File: src/rtl/axi4_sched_pkg.sv
// Shared types and constants for the AXI4 transfer scheduler.
package axi4_sched_pkg;

  typedef enum logic [2:0] {
    S_IDLE    = 3'd0,
    S_WR_REQ  = 3'd1,
    S_WR_WAIT = 3'd2,
    S_RD_REQ  = 3'd3,
    S_RD_WAIT = 3'd4,
    S_ERROR   = 3'd5
  } sched_state_e;

  typedef enum logic [1:0] {
    ERR_NONE    = 2'd0,
    ERR_RESP    = 2'd1,
    ERR_TIMEOUT = 2'd2,
    ERR_UNEXP   = 2'd3
  } sched_err_e;

  function automatic int unsigned burst_bytes(input int unsigned beats,
                                              input int unsigned xsize);
    return beats * xsize;
  endfunction

endpackage

File: src/rtl/axi4_sched_rr2.sv
// Two-way round-robin arbiter; the last-grant register only moves on accept.
module axi4_sched_rr2 (
  input  logic       clk_i,
  input  logic       rst_i,
  input  logic [1:0] req_i,
  input  logic       accept_i,
  output logic [1:0] gnt_o
);

  // 1 = read was granted last, so write wins a tie
  logic last_rd_q, last_rd_d;

  always_comb begin
    unique case (req_i)
      2'b01:   gnt_o = 2'b01;
      2'b10:   gnt_o = 2'b10;
      2'b11:   gnt_o = last_rd_q ? 2'b01 : 2'b10;
      default: gnt_o = 2'b00;
    endcase
    last_rd_d = last_rd_q;
    if (accept_i && (gnt_o != 2'b00)) last_rd_d = gnt_o[1];
  end

  always_ff @(posedge clk_i or posedge rst_i) begin
    if (rst_i) last_rd_q <= 1'b1;
    else       last_rd_q <= last_rd_d;
  end

endmodule

File: src/rtl/axi4_xfer_sched.sv
// Schedules fixed-size AXI4 write/read bursts over circular buffer regions,
// with response watchdog and sticky error reporting.
module axi4_xfer_sched
  import axi4_sched_pkg::*;
#(
  parameter int unsigned AXI_ADDR_WIDTH   = 32,
  parameter int unsigned AXI_XSIZE        = 8,
  parameter int unsigned DATA_COUNT_WIDTH = 10,
  parameter int unsigned BURST_BEATS      = 4,
  parameter int unsigned TIMEOUT_CYCLES   = 1024
) (
  input  logic                        clk_i,
  input  logic                        rst_i,
  input  logic                        enable_i,
  input  logic                        clear_i,
  input  logic [AXI_ADDR_WIDTH-1:0]   wr_base_i,
  input  logic [AXI_ADDR_WIDTH-1:0]   rd_base_i,
  input  logic [15:0]                 buf_bursts_i,
  input  logic [DATA_COUNT_WIDTH-1:0] wr_data_count_i,
  input  logic [DATA_COUNT_WIDTH-1:0] rd_space_i,
  output logic [1:0]                  mgr_req_o,
  input  logic [1:0]                  mgr_rsp_i,
  input  logic [1:0]                  mgr_wr_err_i,
  input  logic [1:0]                  mgr_rd_err_i,
  output logic [AXI_ADDR_WIDTH-1:0]   mgr_wr_addr_o,
  output logic [AXI_ADDR_WIDTH-1:0]   mgr_rd_addr_o,
  output logic                        busy_o,
  output logic                        err_o,
  output logic [1:0]                  err_code_o,
  output logic [31:0]                 wr_cnt_o,
  output logic [31:0]                 rd_cnt_o
);

  localparam int unsigned BB = burst_bytes(BURST_BEATS, AXI_XSIZE);
  localparam logic [AXI_ADDR_WIDTH-1:0]   BB_A    = AXI_ADDR_WIDTH'(BB);
  localparam logic [DATA_COUNT_WIDTH-1:0] BEATS_C = DATA_COUNT_WIDTH'(BURST_BEATS);
  localparam int unsigned WD_W = (TIMEOUT_CYCLES > 1) ? $clog2(TIMEOUT_CYCLES) : 1;
  localparam logic [WD_W-1:0] WD_LAST = WD_W'(TIMEOUT_CYCLES - 1);

  sched_state_e              state_q, state_d;
  sched_err_e                code_q, code_d;
  logic [1:0]                req_q, req_d;
  logic                      busy_q, busy_d;
  logic                      err_q, err_d;
  logic                      ign_q, ign_d;
  logic [WD_W-1:0]           wd_q, wd_d;
  logic [AXI_ADDR_WIDTH-1:0] wr_off_q, wr_off_d, rd_off_q, rd_off_d;
  logic [AXI_ADDR_WIDTH-1:0] wr_addr_q, wr_addr_d, rd_addr_q, rd_addr_d;
  logic [31:0]               wr_cnt_q, wr_cnt_d, rd_cnt_q, rd_cnt_d;

  logic [15:0]               bufs_eff;
  logic [AXI_ADDR_WIDTH-1:0] region_len, wr_off_nxt, rd_off_nxt;
  logic [1:0]                elig, gnt, rsp_v;
  logic                      accept;

  assign elig[0] = enable_i && (wr_data_count_i >= BEATS_C);
  assign elig[1] = enable_i && (rd_space_i >= BEATS_C);
  // A response left over from a transfer abandoned by reset is dropped once.
  assign rsp_v   = ign_q ? 2'b00 : mgr_rsp_i;

  axi4_sched_rr2 u_rr (
    .clk_i    (clk_i),
    .rst_i    (rst_i),
    .req_i    (elig),
    .accept_i (accept),
    .gnt_o    (gnt)
  );

  always_comb begin
    bufs_eff   = (buf_bursts_i == 16'd0) ? 16'd1 : buf_bursts_i;
    region_len = AXI_ADDR_WIDTH'(bufs_eff) * BB_A;
    wr_off_nxt = wr_off_q + BB_A;
    if (wr_off_nxt >= region_len) wr_off_nxt = '0;
    rd_off_nxt = rd_off_q + BB_A;
    if (rd_off_nxt >= region_len) rd_off_nxt = '0;
  end

  always_comb begin
    state_d   = state_q;
    code_d    = code_q;
    wd_d      = '0;
    wr_off_d  = wr_off_q;
    rd_off_d  = rd_off_q;
    wr_addr_d = wr_addr_q;
    rd_addr_d = rd_addr_q;
    wr_cnt_d  = wr_cnt_q;
    rd_cnt_d  = rd_cnt_q;
    accept    = 1'b0;
    ign_d     = 1'b0;
    unique case (state_q)
      S_IDLE: begin
        if (rsp_v != 2'b00) begin
          state_d = S_ERROR;
          code_d  = ERR_UNEXP;
        end else if (gnt[0]) begin
          accept    = 1'b1;
          state_d   = S_WR_REQ;
          wr_addr_d = wr_base_i + wr_off_q;
        end else if (gnt[1]) begin
          accept    = 1'b1;
          state_d   = S_RD_REQ;
          rd_addr_d = rd_base_i + rd_off_q;
        end
      end
      S_WR_REQ, S_RD_REQ: begin
        if (rsp_v != 2'b00) begin
          state_d = S_ERROR;
          code_d  = ERR_UNEXP;
        end else begin
          state_d = (state_q == S_WR_REQ) ? S_WR_WAIT : S_RD_WAIT;
        end
      end
      S_WR_WAIT: begin
        if (rsp_v == 2'b01) begin
          if (mgr_wr_err_i != 2'b00) begin
            state_d = S_ERROR;
            code_d  = ERR_RESP;
          end else begin
            wr_off_d = wr_off_nxt;
            wr_cnt_d = wr_cnt_q + 32'd1;
            state_d  = S_IDLE;
          end
        end else if (rsp_v != 2'b00) begin
          state_d = S_ERROR;
          code_d  = ERR_UNEXP;
        end else if (wd_q == WD_LAST) begin
          state_d = S_ERROR;
          code_d  = ERR_TIMEOUT;
        end else begin
          wd_d = wd_q + 1'b1;
        end
      end
      S_RD_WAIT: begin
        if (rsp_v == 2'b10) begin
          if (mgr_rd_err_i != 2'b00) begin
            state_d = S_ERROR;
            code_d  = ERR_RESP;
          end else begin
            rd_off_d = rd_off_nxt;
            rd_cnt_d = rd_cnt_q + 32'd1;
            state_d  = S_IDLE;
          end
        end else if (rsp_v != 2'b00) begin
          state_d = S_ERROR;
          code_d  = ERR_UNEXP;
        end else if (wd_q == WD_LAST) begin
          state_d = S_ERROR;
          code_d  = ERR_TIMEOUT;
        end else begin
          wd_d = wd_q + 1'b1;
        end
      end
      S_ERROR: begin
        if (clear_i) begin
          state_d = S_IDLE;
          code_d  = ERR_NONE;
        end
      end
      default: begin
        state_d = S_IDLE;
        code_d  = ERR_NONE;
      end
    endcase
    // Outputs are registered views of the next state.
    req_d  = {state_d == S_RD_REQ, state_d == S_WR_REQ};
    busy_d = (state_d == S_WR_REQ) || (state_d == S_WR_WAIT) ||
             (state_d == S_RD_REQ) || (state_d == S_RD_WAIT);
    err_d  = (state_d == S_ERROR);
  end

  always_ff @(posedge clk_i or posedge rst_i) begin
    if (rst_i) begin
      state_q   <= S_IDLE;
      code_q    <= ERR_NONE;
      req_q     <= '0;
      busy_q    <= 1'b0;
      err_q     <= 1'b0;
      ign_q     <= 1'b1;
      wd_q      <= '0;
      wr_off_q  <= '0;
      rd_off_q  <= '0;
      wr_addr_q <= '0;
      rd_addr_q <= '0;
      wr_cnt_q  <= '0;
      rd_cnt_q  <= '0;
    end else begin
      state_q   <= state_d;
      code_q    <= code_d;
      req_q     <= req_d;
      busy_q    <= busy_d;
      err_q     <= err_d;
      ign_q     <= ign_d;
      wd_q      <= wd_d;
      wr_off_q  <= wr_off_d;
      rd_off_q  <= rd_off_d;
      wr_addr_q <= wr_addr_d;
      rd_addr_q <= rd_addr_d;
      wr_cnt_q  <= wr_cnt_d;
      rd_cnt_q  <= rd_cnt_d;
    end
  end

  assign mgr_req_o     = req_q;
  assign mgr_wr_addr_o = wr_addr_q;
  assign mgr_rd_addr_o = rd_addr_q;
  assign busy_o        = busy_q;
  assign err_o         = err_q;
  assign err_code_o    = code_q;
  assign wr_cnt_o      = wr_cnt_q;
  assign rd_cnt_o      = rd_cnt_q;

endmodule

File: config.mk
export PLATFORM = sky130hd
export DESIGN_NAME = axi4_xfer_sched
export DESIGN_NICKNAME = d
export VERILOG_FILES = /design/src/rtl/axi4_sched_pkg.sv /design/src/rtl/axi4_sched_rr2.sv /design/src/rtl/axi4_xfer_sched.sv
export SDC_FILE = /design/constraint.sdc
export NUM_CORES = 1
export LEC_CHECK = 0
export ABC_AREA = 1
export BUFFER_PORTS_ARGS = -buffer_cell sky130_fd_sc_hd__buf_2
export CORE_UTILIZATION = 50
export CTS_CLUSTER_SIZE = 25
export DETAILED_ROUTE_END_ITERATION = 7
export PLACE_DENSITY = 0.71
export REMOVE_ABC_BUFFERS = 1
export SYNTH_ARGS = -nofsm -noshare
export SYNTH_HDL_FRONTEND = slang
export SYNTH_HIERARCHICAL = 1
export SYNTH_SLANG_ARGS = --single-unit
File: constraint.sdc
create_clock -name clk_i -period 7.65 [get_ports clk_i]
set_input_delay 0.3825 -clock clk_i [delete_from_list [all_inputs] [get_ports clk_i]]
set_output_delay 0.3825 -clock clk_i [all_outputs]
set_load 0.01 [all_outputs]
# Word level (Yosys, flattened, before mapping)
# Cells that the tools add are included.
[classes] n_addsub=7 order_cmp=4 n_eq_ne=20 mux=37 bitwise_logic=4 n_reduce_logical=19
[ops] operator="32-bit by 1-bit adder with 32-bit output (second input constant)" count=2
[ops] operator="32-bit adder" count=2
[ops] operator="32-bit by 6-bit adder with 32-bit output (second input constant)" count=2
[ops] operator="32-bit by 21-bit >= comparator with 1-bit output" count=2
[ops] operator="32-bit 2-to-1 mux" count=2
[ops] operator="10-bit 2-to-1 mux" count=4
[ops] operator="3-bit 2-to-1 mux" count=12
[ops] operator="10-bit by 3-bit >= comparator with 1-bit output (second input constant)" count=2
[ops] operator="2-bit 2-to-1 mux" count=10
[ops] operator="10-bit one-hot mux with 2 select lines" count=1
[ops] operator="16-bit zero test" count=1
[ops] operator="16-bit 2-to-1 mux" count=1
[ops] operator="3-bit one-hot mux with 5 select lines" count=1
[ops] operator="3-bit by 2-bit equality test with 1-bit output (second input constant)" count=4
[ops] operator="3-bit equality test (second input constant)" count=4
[ops] operator="10-bit by 1-bit adder with 10-bit output (second input constant)" count=1
[ops] operator="10-bit equality test (second input constant)" count=1
[ops] operator="3-bit AND reduction" count=3
[ops] operator="2-bit one-hot mux with 4 select lines" count=1
[ops] operator="4-bit AND reduction" count=2
[ops] operator="2-bit nonzero test" count=4
[ops] operator="2-bit equality test (second input constant)" count=3
[ops] operator="3-bit by 1-bit equality test with 1-bit output (second input constant)" count=2
[ops] operator="3-bit != test (second input constant)" count=2
[ops] operator="11 further kinds" count=22
[totals] ff_bits=213

# Depth between registers and ports, before layout
[logic_depth] ltp_word=12 mapped_depth=21 depth_no_buf=20

# Hierarchy
# The synthesis kept the hierarchy.
[modules_own_cells] mod="axi4_xfer_sched" n_inst=1 cells_each=1947 area_each_um2=13959.6
[modules_own_cells] mod="axi4_sched_rr2" n_inst=1 cells_each=9 area_each_um2=65.1

# Least setup slack after synthesis
# Ideal clock, no wire load.
[synth_path] path_type="register -> register" from="register rd_off_q[5]" to="register rd_off_q[10]" setup_ns=0.118 t_arrival_ns=2.659 path_slack_ns=4.873 stages_incl_launch_ff=18 path_buffers=1 period_less_slack_ns=2.777 path_cell_list="dfrtp_1 > ha_1 > inv_1 > nor2_4 > nand2_1 > nor2_1 > inv_1 > nor2_1 > inv_1 > nand2_1 > inv_1 > ha_1 > nand4_1 > nor4_1 > nand3_2 > buf_6 > nand4_1 > nand2_1"
[synth_between] elab_chain_cells=3
[synth_lines] element="start: declaration" line_no="axi4_xfer_sched.sv:47" source="logic [AXI_ADDR_WIDTH-1:0] wr_off_q, wr_off_d, rd_off_q, rd_off_d;"
[synth_lines] element="start signal: assignment" line_no="axi4_xfer_sched.sv:195" source="rd_off_q <= rd_off_d;"
[synth_lines] element="32-bit by 6-bit adder with 32-bit output *" line_no="axi4_xfer_sched.sv:74" source="rd_off_nxt = rd_off_q + BB_A;"
[synth_lines] element="32-bit by 21-bit >= comparator with 1-bit output" line_no="axi4_xfer_sched.sv:75" source="if (rd_off_nxt >= region_len) rd_off_nxt = '0;"
[synth_lines] element="32-bit 2-to-1 mux *" line_no="axi4_xfer_sched.sv:75"
# Every way passes the cells marked *; elsewhere a longest branch is shown, timed or not.
# A chain may end at the register's enable or synchronous reset.

# Final worst setup path
[layout_path] from="register rd_off_q[5]" to="register rd_off_q[9]"
# Same word-level chain as after synthesis.

==> metrics.yaml <==
cells_and_area:
  fillers: 2590
  final_common_cell: "nand2_1"
  final-instance-count-excl-fill: 2589
  fin_nets: 2395
  drive_gt1_frac: 0.161
  n_antenna_cell: 0
  area_growth_pct: 17.4
  multi_input_area_um2: 7930
  layout_common_cells: "nand2_1, nor2_1, buf_2"
  seqCellArea_um2: 5080
synthesis:
  synth.top_cell.area_share: 0.359
  synth_seq_cells: 203
  synthAdderAreaFrac: 0.0758
  yosys_most_used_dff: "dfrtp_1"
  synthCells: 1956
  avgSynthCellArea_um2: 7.17
  synth_compound_area_frac: 0.0882
  synth_edf_count: 0
  yosysSeqAreaShare: 0.362
  yosysUniqueCellTypes: 45
  synthTopCellsByArea: "dfrtp_1, nand2_1, ha_1, nor2_1, inv_1"
  yosys.area.top_type: "dfrtp_1"
  synth-xor-area-share: 0.0637
  synthMuxAreaShare: 0
  synth_warnings: 6
  synth_area_um2: 14000
  synth_top_family_by_area: "simple AND/OR/NAND/NOR gates"
  synthSimpleGateAreaFrac: 0.337
  async_flop_share: 1.00
critical_path:
  cp_common_cell: "inv_1"
  end_kind: "flip-flop"
  worst_setup_path_start_kind: "flip-flop"
  worstPathRequired_ns: 8.06
  crit_fanout: 16
  slowest_delay_ns: 0.66
  cpMaxStageDelayCell: "dfrtp_1"
  cp_cell_sequence: "ha_1, inv_1, nor2_4, nand2_1, nor2_1, inv_1, nor2_1, inv_1, nand2_1, inv_1, ha_1, nand4_1, nor4_1, nand3_2, nand4_1, nand2_1"
  crit_type: "reg2reg"
  reg2reg_setup_slack_ns: 4.00
  arrival_ns: 4.06
clocking:
  cts.sinks: 203
  cts_tree: "built"
  cts_max_level: 1
  path_clk_slew_ns: 0.06
  clk_latency_ns: 0.52
  cts_buffer_depth: 3
  cts_inserted_buffers: 25
  cts_root_buf: "clkbuf_16"
floorplan:
  core_area_um2: 27300
  start_util: 0.515
  die_y_um: 169
  die_x_um: 169
  dieArea_um2: 28700
  row_count: 60
  ios: 244
timing:
  min_period_ns: 3.65
  fin_crit_sh: 0.477
  setup_viol: 0
  setup_ws_ns: 4.00
  finalHoldViolCount: 0
  setup_tns_ns: 0
  max_freq_mhz: 274
  rsz0062_at_grt: "no"
  skew_ns: 0.00942
  worstMarginPinSlew_ns: 0.943
  max_slew_margin: 0.371
  finalMaxSlewViolations: 0
power_and_ir_drop:
  leakage_nw: 8.69
  ir_worst_vdd_mv: 0.179
  p_per_area_nw_per_um2: 237
route:
  first_iter_violations: 864
  wire_per_inst_um: 14.6
  via_per_inst: 5.26
  ant_nets: 0
  first_pass_iters: 5
  routed_wirelength_um: 37800
  route.detailed.drc: 0
  vias: 13600
global_routing:
  gr-total-overflow: 0
  antenna_found_initial: 2
  grt_usage: 0.266
  grt_max_degree: 137
  grt_pass1_vias: 12600
  grt_pass1_wl_um: 62200
placement:
  gp_congestion: 0.984
  dp.final_hpwl_um: 29500
  post-place-cells: 2544
  pre_cts_ws_ns: 4.11
  numPortBuffers: 239
status:
  outcome: "completed"
flow_run:
  drv_cap: 0
worst_hold_path:
  hold_path_class: "in2reg"
==> cell usage after synthesis, types with 19 or more instances <==
library cell  number
xor2_1            69
nor2_1           250
nand2_1          524
ha_1              85
nor4_1            19
clkbuf_1          19
nand4_1           52
nor3_1            50
a21oi_1           90
xnor2_1           33
nand3_1          111
o21ai_0           70
or2_2             25
dfrtp_1          201
inv_1            227
==> report_power, final <==
| group | switching, mW | leakage (nW) | internal (mW) |
|---|---|---|---|
| clock | 0.463 | 0.408 | 0.757 |
| combinational | 0.733 | 5.74 | 0.464 |
| sequential | 0.171 | 2.54 | 1.32 |
==> cells by family (layout without fill, tap and decap cells) <==
logic type               count (synthesis)  count (layout)
AND/OR/NAND/NOR                       1081            1081
buffers and inverters                  262             523
AO/OA/AOI/OAI                          222             222
flip-flops                             203             203
XOR/XNOR                               102             102
adder cells (fa/ha/maj)                 85              85
other                                    1               1
==> path summary, 6_finish.rpt <==
path                                     to  cells after the start          from
max                             rd_off_q[9]                     16   rd_off_q[5]
min                        mgr_wr_addr_o[1]                      3  wr_base_i[1]
max reg2reg                     rd_off_q[9]                     16   rd_off_q[5]
min reg2reg                    wr_cnt_o[31]                      1  wr_cnt_o[31]
max in group asynchronous  mgr_wr_addr_o[9]                      4         rst_i
min in group asynchronous    u_rr/last_rd_q                      3         rst_i
==> registers in the layout, summed over array words and instances (netlist names), 3 cells and up <==
signal and cells:
mgr_rd_addr_o 32, mgr_wr_addr_o 32, rd_cnt_o 32, rd_off_q 27
state_q 3, wd_q 10, wr_cnt_o 32, wr_off_q 27
==> per-layer routing <==
layer	track usage	part of all wire	up-vias
li1	-	-	6870
met1	0.395	0.49	6246
met2	0.407	0.42	439
met3	0.0387	0.069	60
met4	0.0666	0.019	2
met5	0	0.00032	-
==> critical path, delay by kind of cell (launching register included) <==
kind                     cells  cell delay (ns)
AND/OR/NAND/NOR             10             1.88
buffers and inverters        4             0.31
adder cells (fa/ha/maj)      2             0.68
flip-flops                   1             0.66
==> cell type report <==
class                   instances  area share
multi-input cells            1491       0.482
flip-flops and latches        203       0.309
repair buffers                245      0.0756
inverters                     234      0.0538
clock buffers                  36      0.0442
well taps                     372      0.0283
clock inverters                 8     0.00745
==> metrics by stage <==
| step | power, mW | hold WS (ns) | utilization | instance area (um2) |
|---|---|---|---|---|
| 4_1_cts | 3.92 | 0.0372 | 0.604 | 16500 |
| 3_3_place_gp | 2.67 | 0.435 | 0.572 | 15600 |
| 3_5_place_dp | 2.69 | 0.435 | 0.572 | 15600 |
| 5_1_grt | 4.16 | 0.0692 | 0.604 | 16500 |
| 2_1_floorplan | 2.25 | 0.272 | - | 13900 |
| 6_report | 3.90 | 0.0583 | 0.604 | 16500 |
==> what timing repair did <==
action,in CTS,in global routing
hold buffers,1,0
setup endpoints to repair,0,0
endpoints found under the hold margin,1,0
setup buffers,0,0
resized for setup,0,0
Power figures use the tool's default switching activity.
